$ cat config.mk
export PLATFORM = sky130hd
export DESIGN_NAME = command_issue_arbiter
export DESIGN_NICKNAME = d
export VERILOG_FILES = /design/src/rtl/command_issue_arbiter.sv
export SDC_FILE = /design/constraint.sdc
export NUM_CORES = 1
export LEC_CHECK = 0
export ABC_CLOCK_PERIOD_IN_PS = 7450
export CORE_AREA = 2 2 205 207
export CTS_CLUSTER_SIZE = 40
export DETAILED_ROUTE_END_ITERATION = 10
export DIE_AREA = 0 0 207 209
export GPL_TIMING_DRIVEN = 0
export SETUP_SLACK_MARGIN = 0.1
export SLEW_MARGIN = 10
export SYNTH_ARGS = -nofsm -noshare
export SYNTH_HDL_FRONTEND = slang
export SYNTH_SLANG_ARGS = --single-unit
$ cat constraint.sdc
create_clock -name clock -period 7.45 [get_ports clock]
set_input_delay 1.1175 -clock clock [delete_from_list [all_inputs] [get_ports clock]]
set_output_delay 1.1175 -clock clock [all_outputs]
set_load 0.02 [all_outputs]
$ cat src/rtl/command_issue_arbiter.sv
// Issues at most one AFU command buffer head line per cycle toward the PSL command port.
// Latency: grant_out is combinational in cycle N; command_out.valid rises for one cycle after edge N.
// Backpressure: PSL command credits gate issue; no grant while credits==0, disabled or fenced.
//
// Ports:
//   clock, rstn                     core clock, synchronous active-low reset
//   enabled_in                      job enabled; grants suppressed while low
//   room_valid_in / room_in         initial PSL command room (loaded once per reset)
//   credit_return_valid_in / _in    credits handed back with each observed response
//   restart_pending_in              fences wed/write/read while restart/flush runs
//   request_in                      {wed, write, read, restart} buffer non-empty levels
//   cmd_*_in                        first-word-fall-through head lines of each buffer
//   grant_out                       one-hot pop pulse, same bit order as request_in
//   command_out                     registered issued line, .valid qualifies
//   credits_out, state_out          available credits and FSM state for debug
//   arb_stats_out                   grant/stall counters, present only with CMD_ARB_STATS_EN

package command_issue_arbiter_pkg;

  typedef struct packed {
    logic        valid;
    logic [12:0] command;
    logic [7:0]  tag;
    logic [11:0] size;
    logic [63:0] address;
  } CommandBufferLine;

  typedef struct packed {
    logic wed_request;
    logic write_request;
    logic read_request;
    logic restart_request;
  } CommandBufferArbiterInterfaceIn;

  typedef enum logic [1:0] {
    ARB_RESET     = 2'd0,
    ARB_WAIT_ROOM = 2'd1,
    ARB_RUN       = 2'd2
  } arb_state_t;

  typedef struct packed {
    logic [63:0] restart_grants;
    logic [63:0] wed_grants;
    logic [63:0] write_grants;
    logic [63:0] read_grants;
    logic [63:0] stall_cycles;
  } arb_stats_t;

endpackage

module command_issue_arbiter
  import command_issue_arbiter_pkg::*;
#(
  parameter int CREDIT_BITS = 9,
  parameter int MAX_CREDITS = 64
) (
  input  logic                           clock,
  input  logic                           rstn,
  input  logic                           enabled_in,
  input  logic                           room_valid_in,
  input  logic [CREDIT_BITS-1:0]         room_in,
  input  logic                           credit_return_valid_in,
  input  logic [CREDIT_BITS-1:0]         credit_return_in,
  input  logic                           restart_pending_in,
  input  CommandBufferArbiterInterfaceIn request_in,
  input  CommandBufferLine               cmd_restart_in,
  input  CommandBufferLine               cmd_wed_in,
  input  CommandBufferLine               cmd_write_in,
  input  CommandBufferLine               cmd_read_in,
  output logic [3:0]                     grant_out,
  output CommandBufferLine               command_out,
  output logic [CREDIT_BITS-1:0]         credits_out,
  output logic [1:0]                     state_out
`ifdef CMD_ARB_STATS_EN
  ,
  output arb_stats_t                     arb_stats_out
`endif
);

  localparam logic [CREDIT_BITS-1:0] MAX_C = CREDIT_BITS'(MAX_CREDITS);

  // Grant bit positions follow request_in packing.
  localparam int G_RESTART = 0;
  localparam int G_READ    = 1;
  localparam int G_WRITE   = 2;
  localparam int G_WED     = 3;

  arb_state_t             state_q, state_d;
  logic [CREDIT_BITS-1:0] credits_q, credits_d;
  logic                   rr_write_q, rr_write_d;  // 1: write wins a write/read tie
  CommandBufferLine       command_q, command_d;
  logic [3:0]             grant;
  logic                   can_issue;
  logic                   wed_ok, write_ok, read_ok, restart_ok;
  logic [CREDIT_BITS-1:0] ret_amt;
  logic [CREDIT_BITS:0]   credit_sum;

  function automatic logic [CREDIT_BITS-1:0] clamp_credits(input logic [CREDIT_BITS-1:0] v);
    return (v > MAX_C) ? MAX_C : v;
  endfunction

  assign can_issue  = (state_q == ARB_RUN) && enabled_in && (credits_q != '0);
  assign restart_ok = request_in.restart_request;
  assign wed_ok     = request_in.wed_request   && !restart_pending_in;
  assign write_ok   = request_in.write_request && !restart_pending_in;
  assign read_ok    = request_in.read_request  && !restart_pending_in;

  // Arbitration: restart > wed > round-robin(write, read). A lone write or
  // read requester wins regardless of the pointer.
  always_comb begin
    grant      = '0;
    command_d  = '0;
    rr_write_d = rr_write_q;
    if (can_issue) begin
      if (restart_ok) begin
        grant[G_RESTART] = 1'b1;
        command_d        = cmd_restart_in;
      end else if (wed_ok) begin
        grant[G_WED] = 1'b1;
        command_d    = cmd_wed_in;
      end else if (write_ok && (rr_write_q || !read_ok)) begin
        grant[G_WRITE] = 1'b1;
        command_d      = cmd_write_in;
        rr_write_d     = 1'b0;
      end else if (read_ok) begin
        grant[G_READ] = 1'b1;
        command_d     = cmd_read_in;
        rr_write_d    = 1'b1;
      end
    end
    if (grant != '0) begin
      command_d.valid = 1'b1;
    end
  end

  // One extra bit of headroom so issue and return can be applied together
  // before saturating; credits_q is non-zero whenever a grant happens.
  assign ret_amt    = credit_return_valid_in ? clamp_credits(credit_return_in) : '0;
  assign credit_sum = {1'b0, credits_q} - {{CREDIT_BITS{1'b0}}, |grant} + {1'b0, ret_amt};

  always_comb begin
    state_d   = state_q;
    credits_d = credits_q;
    case (state_q)
      ARB_RESET: begin
        state_d = ARB_WAIT_ROOM;
      end
      ARB_WAIT_ROOM: begin
        // Returns before the room load are meaningless and dropped.
        if (room_valid_in) begin
          credits_d = clamp_credits(room_in);
          state_d   = ARB_RUN;
        end
      end
      ARB_RUN: begin
        credits_d = (credit_sum > {1'b0, MAX_C}) ? MAX_C : credit_sum[CREDIT_BITS-1:0];
      end
      default: begin
        state_d = ARB_RESET;
      end
    endcase
  end

  always_ff @(posedge clock) begin
    if (!rstn) begin
      state_q    <= ARB_RESET;
      credits_q  <= '0;
      rr_write_q <= 1'b1;
      command_q  <= '0;
    end else begin
      state_q    <= state_d;
      credits_q  <= credits_d;
      rr_write_q <= rr_write_d;
      command_q  <= command_d;
    end
  end

  assign grant_out   = grant;
  assign command_out = command_q;
  assign credits_out = credits_q;
  assign state_out   = state_q;

`ifdef CMD_ARB_STATS_EN
  arb_stats_t stats_q;
  logic       stall;

  // A stall is demand that only the empty credit pool is holding back.
  assign stall = (state_q == ARB_RUN) && enabled_in && (credits_q == '0) &&
                 (restart_ok || wed_ok || write_ok || read_ok);

  always_ff @(posedge clock) begin
    if (!rstn) begin
      stats_q <= '0;
    end else begin
      if (grant[G_RESTART]) stats_q.restart_grants <= stats_q.restart_grants + 64'd1;
      if (grant[G_WED])     stats_q.wed_grants     <= stats_q.wed_grants + 64'd1;
      if (grant[G_WRITE])   stats_q.write_grants   <= stats_q.write_grants + 64'd1;
      if (grant[G_READ])    stats_q.read_grants    <= stats_q.read_grants + 64'd1;
      if (stall)            stats_q.stall_cycles   <= stats_q.stall_cycles + 64'd1;
    end
  end

  assign arb_stats_out = stats_q;
`endif

endmodule

==> flow_summary.toml <==
[power]
p_int_mw = 1.10
power.leakage_nw = 3.95
total_power_mw = 1.51
combPwrFrac = 0.284
p_clk_frac = 0.320
sw_frac_of_total = 0.271
power_frac_seq = 0.396
peakVddDrop_v = 0.0000989
p_switching_mw = 0.409
power_density_mw_per_mm2 = 129

[floorplan]
fp.dieW_um = 207
rows = 75
ios = 533
fp.dieH_um = 209
initial_core_util = 0.130
dieArea_sq_mm = 0.0433
core-area_sq_mm = 0.0413

[global_routing]
grt_max_degree = 19
grt_pass1_vias = 7552
grt_overflow = 0
grt_usage = 0.150
antenna_found_initial = 4
grt_pass1_wl_um = 47700

[run_status]
status = "complete, no violations"

[synth]
netlist_top_cells_count = "121 x nand2_1, 110 x dfxtp_1, 102 x a21oi_1"
yosysTopAreaCellShare = 0.410
ys_types = 47
async_reset_ff_frac = 0
synth.largest_area_cell = "dfxtp_1"
yosys_warnings = 0
synth_edf_count = 0
postSynthCellCount = 632
synth.avg_cell_area_sq_um = 8.49
synth_flop_cell = "dfxtp_1"
post-synth-top-count-cell = "nand2_1"
netlist_area_sq_mm = 0.00537
seq_area_frac_synth = 0.410
ys_ff_latch = 110
synthTopCellsByArea = "dfxtp_1 41%, a222oi_1 18%, a21oi_1 9.5%"

[clock_network]
cts.sinks = 110
root_buffer = "clkbuf_16"
tritoncts.num_buffers = 9
htreeDepth = 3
max-clock-path-buffers = 2
post_cts_resized = 0
post_cts_buffers = 0
hold_buffers = 0
path_clk_slew_ns = 0.08
cts_tree = "built"
insertion_delay_ns = 0.37

[sta]
hold-worst-slack_ns = 0.508
layout_setup_ws_ns = 1.19
slew_headroom = 0.193
fin_crit_sh = 0.840
drv_slew = 0
setup_viol = 0
min_period_ns = 6.26
fin_worst_skew_ns = 0.00878
fmax_mhz = 160
rsz0062_at_grt = "no"
tightestPinTransition_ns = 1.21
tns_ns = 0
hold_viol = 0

[drt]
drc = 0
ant_nets = 0
drt-initial-drc-count = 752
vias = 7565
wl_per_cell_um = 19.9
drt-pass1-iter-count = 10
via_per_inst = 4.40
totalWireLength_um = 34300

[worst_setup_path]
cp_common_cell = "clkbuf_1"
cp_slowest_cell = "clkbuf_1"
cp_cell_sequence = "clkdlybuf4s50_1 > clkbuf_1 > nor3b_1 > clkbuf_1 > clkbuf_1 > clkbuf_1 > nor2b_1 > clkdlybuf4s50_1"
cp.buffers_inverters = 6
end_kind = "output port"
max_stage_delay_ns = 0.84
cp_max_fo = 10
critical_path_class = "input pin to output port"
cp-start-kind = "input pin"
cp.required_ns = 6.33
arrival_ns = 5.14
crit_family = "buffers and inverters"

[placement]
place_inst = 1702
place_area_sq_mm = 0.0114
place_ws_ns = 1.04
place.detailed.hpwl_um = 28200
gp_congestion = 0.888
portBuffers = 528

[layout]
fillers = 4429
final_cells = 1720
seq_area_sq_mm = 0.00220
multi_input_area_sq_mm = 0.00284
drive_gt1_frac = 0.0255
syn_to_final_growth_pct = 117
fin_util = 0.282
nNetsFinal = 1613
fin_area_sq_mm = 0.0117

[run]
max-cap-violations = 0

[min_path]
hold_class = "register to register"
-- worst register-to-register path, delay by kind of cell (launching register included) --
family,cells,cell delay (ns)
and+or+nand+nor,6,1.61
adders and majority gates,3,1.01
AOI/OAI and AO/OA,3,0.99
DFF,1,0.37
buffers and inverters,2,0.20
-- final timing paths --
check | start | to | slack [ns] | depth (start not counted)
setup / recovery | request_in[0] | grant_out[3] | 1.19 | 8
hold / removal | credits_out[8] | credits_out[8] | 0.51 | 1
setup reg to reg | credits_out[0] | credits_out[5] | 3.19 | 14
hold reg to reg | credits_out[8] | credits_out[8] | 0.51 | 1
-- routing by layer --
| layer | GRT usage | up-vias | share of wire |
|---|---|---|---|
| li1 | - | 3529 | - |
| met1 | 0.163 | 3549 | 0.39 |
| met2 | 0.268 | 446 | 0.50 |
| met3 | 0.0534 | 37 | 0.085 |
| met4 | 0.0564 | 4 | 0.029 |
| met5 | 0 | - | 0.00061 |
-- cells by family after synthesis --
kind of cell	count (synthesis)	synth area share
AO/OA/AOI/OAI	239	0.335
other	1	0.000699
AND/OR/NAND/NOR	171	0.137
XOR/XNOR	5	0.00816
flip-flops	110	0.410
adder cells (fa/ha/maj)	19	0.0457
buffers and inverters	87	0.0627
-- power by group through the flow --
stage / sequential (mW) / clock (mW) / combinational (mW)
final: 0.597 / 0.483 / 0.428
after global routing: 0.597 / 0.533 / 0.455
after detailed placement: 0.610 / 0 / 0.426
after floorplan: 0.616 / 0 / 0.132
after global placement: 0.610 / 0 / 0.420
after CTS: 0.596 / 0.511 / 0.428
-- placed cells by master, fill, tap and decap left out, types with 4 or more instances in the layout --
cell             netlist  routed
a22o_1                 5       5
nor2b_1                5       5
nor3_1                 6       6
nor2_1                15      15
dfxtp_1              110     110
inv_1                 31      31
or4_1                  4       4
a222oi_1              97      97
o21ai_0                7       7
xnor2_1                4       4
clkdlybuf4s50_1        0     528
nand2_1              121     121
clkbuf_1              47      47
buf_1                  6       6
o211ai_1               4       4
ha_1                  18      18
clkbuf_16              0       9
o31ai_1                5       5
a21oi_1              102     100
-- registers in the layout (all words and copies together) (netlist names) --
register,flops
rr_write_q,1
command_out,98
credits_out,9
state_out,2
-- layout make-up --
class / instances / area share
timing repair buffer: 530 / 0.456
multi-input combinational: 436 / 0.244
sequential: 110 / 0.189
tap: 539 / 0.0579
clock buffer: 10 / 0.0205
buffer: 56 / 0.0189
inverter: 31 / 0.00998
clock inverter: 5 / 0.00354
antenna: 3 / 0.000644
Note: power is estimated with default switching activity, not from simulation.
